<file path="src/rtl/tx_fifo_arbiter.sv">
// tx_fifo_arbiter: shares the single TX async-FIFO write port among N_REQ
// requesters. One word (1 or 2 bytes) is accepted at a time, chosen by
// round-robin, then serialized LSB byte first, stalling while the FIFO is full.
// Optional feature macro: TX_ARB_STRICT_PRIO_EN gives requester 0 absolute
// priority, with round-robin among the remaining requesters.
module tx_fifo_arbiter #(
    parameter int WIDTH  = 8,
    parameter int N_REQ  = 3,
    parameter int CNT_WD = 16
) (
    input  logic                       CLK,
    input  logic                       RST,
    input  logic [N_REQ-1:0]           REQ_VLD,
    input  logic [N_REQ*2*WIDTH-1:0]   REQ_DATA,
    input  logic [N_REQ-1:0]           REQ_TWO,
    output logic [N_REQ-1:0]           REQ_RDY,
    input  logic                       FIFO_FULL,
    output logic [WIDTH-1:0]           TX_P_Data,
    output logic                       TX_D_VLD,
    output logic                       BUSY,
    output logic [$clog2(N_REQ)-1:0]   GNT_ID,
    output logic [CNT_WD-1:0]          BYTE_CNT
);

    localparam int ID_W = $clog2(N_REQ);

    typedef enum logic [1:0] {IDLE, SEND_LO, SEND_HI} state_t;

    state_t             state;
    state_t             state_nxt;
    logic [2*WIDTH-1:0] hold;
    logic               two;
    logic [ID_W-1:0]    last_id;
    logic [ID_W-1:0]    cand;
    logic [ID_W-1:0]    grant_id;
    logic               grant_any;
    logic [N_REQ-1:0]   grant;
    logic [2*WIDTH-1:0] sel_word;
    logic               accept;

    // Pick the first valid requester after the previous winner, wrapping around.
    always_comb begin
        cand      = '0;
        grant_id  = '0;
        grant_any = 1'b0;
`ifdef TX_ARB_STRICT_PRIO_EN
        if (REQ_VLD[0]) begin
            grant_any = 1'b1;
        end else begin
            for (int k = 1; k < N_REQ; k++) begin
                cand = ID_W'((int'(last_id) - 1 + k) % (N_REQ - 1) + 1);
                if (!grant_any && REQ_VLD[cand]) begin
                    grant_any = 1'b1;
                    grant_id  = cand;
                end
            end
        end
`else
        for (int k = 1; k <= N_REQ; k++) begin
            cand = ID_W'((int'(last_id) + k) % N_REQ);
            if (!grant_any && REQ_VLD[cand]) begin
                grant_any = 1'b1;
                grant_id  = cand;
            end
        end
`endif
        grant = grant_any ? (N_REQ'(1) << grant_id) : '0;
    end

    // Select the granted requester's word for capture into the hold register.
    always_comb begin
        sel_word = '0;
        for (int i = 0; i < N_REQ; i++) begin
            if (grant_id == ID_W'(i)) begin
                sel_word = REQ_DATA[i*2*WIDTH +: 2*WIDTH];
            end
        end
    end

    assign accept = (state == IDLE) && grant_any;
    assign BUSY   = (state != IDLE);

    // Next state: accept in IDLE, step through the bytes whenever the FIFO has room.
    always_comb begin
        state_nxt = state;
        case (state)
            IDLE:    if (grant_any) state_nxt = SEND_LO;
            SEND_LO: if (!FIFO_FULL) state_nxt = two ? SEND_HI : IDLE;
            SEND_HI: if (!FIFO_FULL) state_nxt = IDLE;
            default: state_nxt = IDLE;
        endcase
    end

    // Outputs depend only on registered state and FIFO_FULL, except the IDLE grant.
    always_comb begin
        REQ_RDY   = '0;
        TX_P_Data = '0;
        TX_D_VLD  = 1'b0;
        case (state)
            IDLE: begin
                if (RST) REQ_RDY = grant;
            end
            SEND_LO: begin
                TX_P_Data = hold[WIDTH-1:0];
                TX_D_VLD  = !FIFO_FULL;
            end
            SEND_HI: begin
                TX_P_Data = hold[2*WIDTH-1:WIDTH];
                TX_D_VLD  = !FIFO_FULL;
            end
            default: begin
                REQ_RDY = '0;
            end
        endcase
    end

    // State register; reset drops any half-sent word.
    always_ff @(posedge CLK or negedge RST) begin
        if (!RST) state <= IDLE;
        else      state <= state_nxt;
    end

    // Capture the accepted word and remember the winner for the next rotation.
    always_ff @(posedge CLK or negedge RST) begin
        if (!RST) begin
            hold    <= '0;
            two     <= 1'b0;
            GNT_ID  <= '0;
            last_id <= ID_W'(N_REQ - 1);
        end else if (accept) begin
            hold   <= sel_word;
            two    <= REQ_TWO[grant_id];
            GNT_ID <= grant_id;
`ifdef TX_ARB_STRICT_PRIO_EN
            if (grant_id != '0) last_id <= grant_id;
`else
            last_id <= grant_id;
`endif
        end
    end

    // Count every byte actually pushed into the FIFO; wraps naturally.
    always_ff @(posedge CLK or negedge RST) begin
        if (!RST)          BYTE_CNT <= '0;
        else if (TX_D_VLD) BYTE_CNT <= BYTE_CNT + CNT_WD'(1);
    end

endmodule

</file>
<file path="config.mk">
export PLATFORM = sky130hd
export DESIGN_NAME = tx_fifo_arbiter
export DESIGN_NICKNAME = d
export VERILOG_FILES = /design/src/rtl/tx_fifo_arbiter.sv
export SDC_FILE = /design/constraint.sdc
export NUM_CORES = 1
export LEC_CHECK = 0
export CAP_MARGIN = 20
export CORE_MARGIN = 4
export CORE_UTILIZATION = 48
export DETAILED_ROUTE_END_ITERATION = 10
export PLACE_DENSITY = 0.95
export SETUP_SLACK_MARGIN = 0.15
export SLEW_MARGIN = 20
export SYNTH_ARGS = -nofsm -noshare
export SYNTH_HDL_FRONTEND = slang
export SYNTH_SLANG_ARGS = --single-unit
</file>
<file path="constraint.sdc">
create_clock -name CLK -period 8.2 [get_ports CLK]
set_input_delay 1.64 -clock CLK [delete_from_list [all_inputs] [get_ports CLK]]
set_output_delay 1.64 -clock CLK [all_outputs]
set_load 0.1 [all_outputs]
</file>
==> Word-level counts from Yosys, hierarchy flattened <==
Index checks and enable logic that the tools add are counted.
{ "classes": {"reduce_logical": 11, "shifts": 1, "div_mod_pow": 3, "mux": 27, "n_addsub": 4, "order_cmp": 4, "n_eq_ne": 7} }
{ "ops": {"columns": ["op", "count"], "rows": [
  ["32-bit by 3-bit remainder unit with 32-bit output (second input constant)", 3],
  ["16-bit 2-to-1 mux", 3],
  ["16-bit by 1-bit adder with 16-bit output (second input constant)", 1],
  ["8-bit one-hot mux with 2 select lines", 1],
  ["2-bit 2-to-1 mux", 7],
  ["2-bit by 3-bit < comparator with 1-bit output (second input constant)", 4],
  ["3-bit 2-to-1 mux", 3],
  ["1-bit binary-select mux with 2-bit select", 4],
  ["1-bit 2-to-1 mux", 8],
  ["2-bit by 2-bit adder with 3-bit output (second input constant)", 2],
  ["2-bit inequality test (second input constant)", 3],
  ["2-bit one-hot mux with 3 select lines", 1],
  ["2-bit by 1-bit equality test with 1-bit output (second input constant)", 2],
  ["2-bit equality test (second input constant)", 2],
  ["2-bit zero test", 2],
  ["2-bit by 1-bit adder with 3-bit output (second input constant)", 1],
  ["1-bit logical AND", 3],
  ["1-bit zero test", 3],
  ["3-bit AND reduction", 1],
  ["1-bit by 2-bit << shifter with 3-bit output (first input constant)", 1],
  ["2-bit nonzero test", 1],
  ["2-bit OR reduction", 1]
]} }
{ "totals": {"output_inout_bits": 31, "word_cells": 63, "regBits": 39, "in_bits": 57} }

==> Longest topological paths before layout <==
Gate-level depths: netlist of run 1.
{ "depth": {"depth_word": 15, "depth_mapped": 11} }

==> Worst setup path before layout of run 1 <==
OpenSTA, ideal clock, no wires.
{ "synth_path": {"kind": "input-to-output", "start": "in REQ_VLD[2]", "end": "out REQ_RDY[2]", "setup_slack_ns": 2.474, "path_buffers": 2, "path_stages": 8, "t_arrival_ns": 4.086, "path_cell_list": "nor2b_1 > or3_4 > a211o_1 > and2_1 > clkbuf_1 > buf_2 > nand2_1 > nor2_1"} }
{ "synth_between": {"elab_chain_cells": 13, "word_cells_on_any_way": 20} }
{ "synth_lines": {"columns": ["item", "line", "text"], "rows": [
  ["from (decl)", "13", "input logic [N_REQ-1:0] REQ_VLD,"],
  ["1-bit binary-select mux with 2-bit select", "61", "if (!grant_any && REQ_VLD[cand]) begin"],
  ["1-bit 2-to-1 mux (implied by the code)", "61", null],
  ["1-bit 2-to-1 mux", "61", null],
  ["1-bit zero test", "61", null],
  ["1-bit logical AND", "61", null],
  ["1-bit 2-to-1 mux", "61", null],
  ["1-bit zero test", "61", null],
  ["1-bit logical AND", "61", null],
  ["2-bit 2-to-1 mux", "61", null],
  ["1-bit by 2-bit << shifter with 3-bit output", "67", "grant = grant_any ? (N_REQ'(1) << grant_id) : '0;"],
  ["3-bit 2-to-1 mux *", "67", null],
  ["3-bit 2-to-1 mux *", "101", "if (RST) REQ_RDY = grant;"],
  ["3-bit 2-to-1 mux *", "99", "case (state)"],
  ["to (decl)", "16", "output logic [N_REQ-1:0] REQ_RDY,"]
]} }
Mark *: on every way between the ends. The rest lies on a longest branch, timed or not. The select of a mux whose other input is x is not followed.

==> Worst setup path after layout of run 1 <==
{ "layout_path": {"start": "in REQ_VLD[2]", "end": "out REQ_RDY[0]"} }
Same word-level chain as after synthesis.

==> results_dict.tcl, run 1 <==
set metrics [dict create \
    place_congestion 0.840 \
    drt_iter0_drc 106 \
    fillers 366 \
    postLayoutCoreUtil_pct 70.8 \
    max_stage_delay_ns 1.13 \
    grt_pass1_vias 2229 \
    cts_tree "yes" \
    skew_ns 0.00332 \
    path_cells "clkdlybuf4s50_1 > nor2b_1 > a21boi_0 > nor4_4 > buf_4 > nor3_4 > buf_4 > and3_1 > clkdlybuf4s50_1" \
    period_needed_ns 6.73 \
    grt_pass1_wl_um 10600 \
    grt_overflow 0 \
    synth-seq-area-share_pct 40.2 \
    cts_root_buffer "clkbuf_8" \
    clockBufferDepth 2 \
    diodes 0 \
    routedWlPerCell_um 17.5 \
    final_cell_mix "clkdlybuf4s50_1, dfrtp_1, nor2_1" \
    synth_edf_count 0 \
    ios 88 \
    dp_hpwl_um 5040 \
    drv_slew 0 \
    rsz0062_at_grt "no" \
    vias 2146 \
    worstSetupPathDepth 9 \
    critical_path.top_delay_family "buffers and inverters" \
    die_area_mm2 0.00612 \
    drive_gt1_share_pct 11.5 \
    synth_area_mm2 0.00237 \
    start_util_pct 49.8 \
    grt_max_degree 42 \
    die_h_um 78.2 \
    finalHoldViolations 0 \
    hold_class "reg2reg" \
    vias_per_cell 5.65 \
    synth_cell_type_count 51 \
    hold_buffers 0 \
    setup-violations-final 0 \
    post_cts_buffers 0 \
    multi_input_area_mm2 0.00131 \
    cts.sinks 38 \
    cp_max_fo 19 \
    status "complete, no violations" \
    tightest_slew_ns 1.01 \
    ys_ff_latch 38 \
    cts_resized 0 \
    layout_commonest_cell "clkdlybuf4s50_1" \
    relSlewSlack_pct 32.6 \
    area_growth_pct 42.1 \
    core-area_mm2 0.00475 \
    drc 0 \
    first_pass_iters 4 \
    synth_nets 292 \
    syn_avg_cell_area_um2 10.4 \
    worstSetupStartpointType "primary input" \
    max_cap_viol_count 0 \
    rr_worst_depth 10 \
    critPathBufInv 4 \
    required_ns 6.56 \
    end_kind "output pin" \
    tns_ns 0 \
    htreeDepth 2 \
    regArea_um2 952 \
    slowest_stage "clkdlybuf4s50_1" \
    arrival_ns 5.09 \
    criticalPathCategory "in2out" \
    antenna_found_initial 0 \
    ys_async_sr_fraction_pct 100 \
    nets 377 \
    insertion_delay_ns 0.29 \
    period_share_pct 82.0 \
    drt_wl_total_um 6660 \
    r2r_setup_slack_ns 5.31 \
    hold_slack_ns 0.470 \
    synth_cells 227 \
    die_w_um 78.2 \
    drt.antenna.violating_nets 0 \
    grt_usage_pct 22.2 \
    rows 25 \
    ys.flop_type "dfrtp_1" \
    io_buffers 87 \
    whs_path_depth 1 \
    max_freq_ghz 0.149 \
    cts_buffers 5 \
    path_clk_slew_ns 0.08 \
    yosysWarnings 0 \
]
through the flow:
stage,area [um2],std cells,setup WS [ns]
2_1_floorplan,2370,227,2.47
3_3_place_gp,3270,372,1.61
3_5_place_dp,3270,372,1.48
4_1_cts,3370,380,1.49
5_1_grt,3370,380,1.33
6_report,3370,380,1.47
kinds of logic after synthesis:
| logic type | share of synthesized area [%] |
|---|---|
| AND/OR/NAND/NOR | 18.1 |
| AO/OA/AOI/OAI | 25.6 |
| flip-flops | 40.2 |
| buffers and inverters | 4.38 |
| XOR/XNOR | 5.55 |
| adder cells (fa/ha/maj) | 4.23 |
| multiplexers | 2.01 |
worst paths after layout:
check,from,endpoint
setup / recovery,REQ_VLD[2],REQ_RDY[0]
hold / removal,BYTE_CNT[15],BYTE_CNT[15]
setup reg to reg,last_id[1],hold[0]
hold reg to reg,BYTE_CNT[15],BYTE_CNT[15]
max in group asynchronous,RST,last_id[1]
min in group asynchronous,RST,BYTE_CNT[3]
sequential cells by signal, summed over array words and instances (netlist names):
name      flops
state         2
GNT_ID        2
two           1
last_id       1
BYTE_CNT     16
hold         16
layout make-up:
type	instances	area share, %
Clock inverter	2	0.372
Tap cell	67	2.49
Inverter	9	1.00
Multi-Input combinational cell	168	39.0
Clock buffer	6	2.45
Sequential cell	38	28.3
Timing Repair Buffer	90	26.4
synth_stat cells (3+ instances only):
| library cell | instances | area [um2] |
|---|---|---|
| dfrtp_1 | 37 | 926 |
| nor2_1 | 22 | 82.6 |
| o2bb2ai_1 | 17 | 149 |
| nor2b_1 | 11 | 68.8 |
| xnor2_1 | 11 | 96.3 |
| a221oi_2 | 10 | 150 |
| nand2_1 | 10 | 37.5 |
| a221oi_1 | 8 | 70.1 |
| a22oi_1 | 8 | 60.1 |
| ha_1 | 8 | 100 |
| inv_1 | 8 | 30.0 |
| nand3_1 | 6 | 30.0 |
| buf_2 | 5 | 25.0 |
| nand4_1 | 5 | 31.3 |
| o21ai_0 | 5 | 25.0 |
| a21oi_1 | 4 | 20.0 |
| clkbuf_1 | 4 | 15.0 |
| nand2b_1 | 4 | 25.0 |
| xor2_1 | 4 | 35.0 |
| and3_1 | 3 | 18.8 |
| nor3_1 | 3 | 15.0 |
worst register-to-register path: stages, from the launching register on:
cell and delay (ns):
dfstp_2 0.55, inv_1 0.08, ha_1 0.29, mux2_4 0.36
a2111oi_4 0.39, nor4_4 0.08, buf_4 0.23, nor3_4 0.20
buf_4 0.28, a221oi_1 0.17, o2bb2ai_1 0.18
per-layer routing:
metal  GRT usage [%]  wire length (um)  vias up
met3            4.82               425       14
met2            40.0              3530       88
met1            25.8              2580     1037
met5               0                 0        -
li1                -                 -     1007
met4            7.87               128        0
Power of run 1 is not shown: default switching activity piles up to over one toggle a cycle in this logic, so the estimate is an artifact.
==> run 2, diff against run 1 <==
--- a/config.mk
+++ b/config.mk
@@ -7,9 +7,9 @@
 export LEC_CHECK = 0
 export CAP_MARGIN = 20
 export CORE_MARGIN = 4
-export CORE_UTILIZATION = 48
+export CORE_UTILIZATION = 40
 export DETAILED_ROUTE_END_ITERATION = 10
-export PLACE_DENSITY = 0.95
+export PLACE_DENSITY = 0.87
 export SETUP_SLACK_MARGIN = 0.15
 export SLEW_MARGIN = 20
 export SYNTH_ARGS = -nofsm -noshare
==> constraint.sdc (replaced) <==
create_clock -name CLK -period 5.9 [get_ports CLK]
set_input_delay 1.18 -clock CLK [delete_from_list [all_inputs] [get_ports CLK]]
set_output_delay 1.18 -clock CLK [all_outputs]
set_load 0.1 [all_outputs]
==> run 2 against run 1 <==
Global-route usage down 4.2 points. Non-clock buffer count down 1. Worst setup slack worse by 0.65 ns. Worst hold slack worse by 0.0013 ns. Count of clock-buffer cells in the layout unchanged. Sequential share of layout area down 0.063 points. Critical path depth down 2. Register-to-register slack worse by 2.5 ns. Via count down 1.6%. Wire length down 3.9%. Design area up 0.22%.
==> results_dict.tcl, run 2 (synthesis gave the netlist of run 1 again) <==
set metrics [dict create \
    grt_pass1_wl_um 10400 \
    drv_slew 0 \
    final_cell_mix "clkdlybuf4s50_1, dfrtp_1, nor2_1" \
    cp_max_fo 17 \
    drive_gt1_share_pct 11.9 \
    max_cap_viol_count 0 \
    hold_class "reg2reg" \
    grt_max_degree 42 \
    end_kind "output pin" \
    cts_resized 0 \
    ios 88 \
    status "complete, no violations" \
    relSlewSlack_pct 31.8 \
    clockBufferDepth 2 \
    postPlaceCellArea_mm2 0.00329 \
    post_cts_buffers 0 \
    max_freq_ghz 0.197 \
    design_area_mm2 0.00337 \
    cts_tree "yes" \
    drt.antenna.violating_nets 0 \
    setup-violations-final 0 \
    vias 2111 \
    drt_iter0_drc 84 \
    cts_root_buffer "clkbuf_8" \
    drt_wl_total_um 6410 \
    skew_ns 0.00916 \
    criticalPathCategory "in2out" \
    grt_overflow 0 \
    rows 27 \
    nets 376 \
    start_util_pct 42.2 \
    die_area_mm2 0.00722 \
    finalHoldViolations 0 \
    worstSetupStartpointType "primary input" \
    fillers 492 \
    place_congestion 0.988 \
    period_needed_ns 5.08 \
    routedWlPerCell_um 16.7 \
    hold_buffers 0 \
    tns_ns 0 \
    cts.sinks 38 \
    slowest_stage "nor3_4" \
    dp_hpwl_um 5020 \
    insertion_delay_ns 0.30 \
    grt_pass1_vias 2097 \
    io_buffers 87 \
    path_clk_slew_ns 0.08 \
    arrival_ns 3.90 \
    die_h_um 85.0 \
    core-area_mm2 0.00561 \
    tightest_slew_ns 1.02 \
    top_regs "BYTE_CNT x16, hold x16" \
    required_ns 4.72 \
    max_stage_delay_ns 0.75 \
    period_share_pct 86.1 \
    path_cells "clkdlybuf4s50_1 > nor2b_1 > a21boi_0 > nor4_4 > nor3_4 > and3_1 > buf_12" \
    die_w_um 85.0 \
    r2r_setup_slack_ns 2.85 \
    area_growth_pct 42.4 \
    diodes 0 \
    drc 0 \
    vias_per_cell 5.50 \
    antenna_found_initial 0 \
    layout_commonest_cell "clkdlybuf4s50_1" \
    grt_usage_pct 17.9 \
    rsz0062_at_grt "no" \
    cts_buffers 5 \
    first_pass_iters 4 \
    htreeDepth 2 \
]
## run 2: cell types whose count changed in the layout (fill, tap and decap cells not counted)
cell | before | now
buf_12 | 0 | 2
clkinv_4 | 0 | 1
clkinvlp_4 | 1 | 0
clkdlybuf4s50_1 | 86 | 83
clkbuf_1 | 0 | 1
clkbuf_8 | 6 | 5
## run 2: worst paths after layout
path,from,end,cells past startpoint
worst max-delay path,REQ_VLD[2],REQ_RDY[0],7
worst min-delay path,BYTE_CNT[15],BYTE_CNT[15],1
worst max register to register,last_id[1],hold[3],8
worst min register to register,BYTE_CNT[15],BYTE_CNT[15],1
max in group asynchronous,RST,last_id[1],2
min in group asynchronous,RST,BYTE_CNT[12],2
## run 2: layer usage
metal / global-route usage (%) / share of wire (%) / vias up
li1: - / - / 1006
met1: 22.7 / 41 / 997
met2: 28.7 / 48 / 89
met3: 5.05 / 8.0 / 19
met4: 7.48 / 3.2 / 0
met5: 0 / 0 / -
## run 2: critical path, delay by kind of cell
kind            cells  cell delay, ns
buf+inv             2            0.75
compound gates      1            0.41
simple gates        4            1.54
## run 2: metrics by stage
step | instances | hold WS, ns | setup WS (ns) | util, %
after floorplan | 227 | 0.474 | 1.09 | -
after global routing | 384 | 0.488 | 0.682 | 60.2
after global placement | 376 | 0.463 | 0.990 | 58.6
final | 384 | 0.469 | 0.822 | 60.2
after detailed placement | 376 | 0.470 | 0.840 | 58.6
after CTS | 384 | 0.481 | 0.840 | 60.2
## run 2: final cells by class
type                       instances  area (um2)  share of cell area, %
tap                               72        90.1                   2.67
clock inverter                     2        13.8                  0.408
timing repair buffer              89         898                   26.6
multi-input combinational        168        1310                   38.9
inverter                           9        33.8                   1.00
clock buffer                       6        72.6                   2.15
sequential                        38         952                   28.2
Power of run 2 is left out for the same reason.
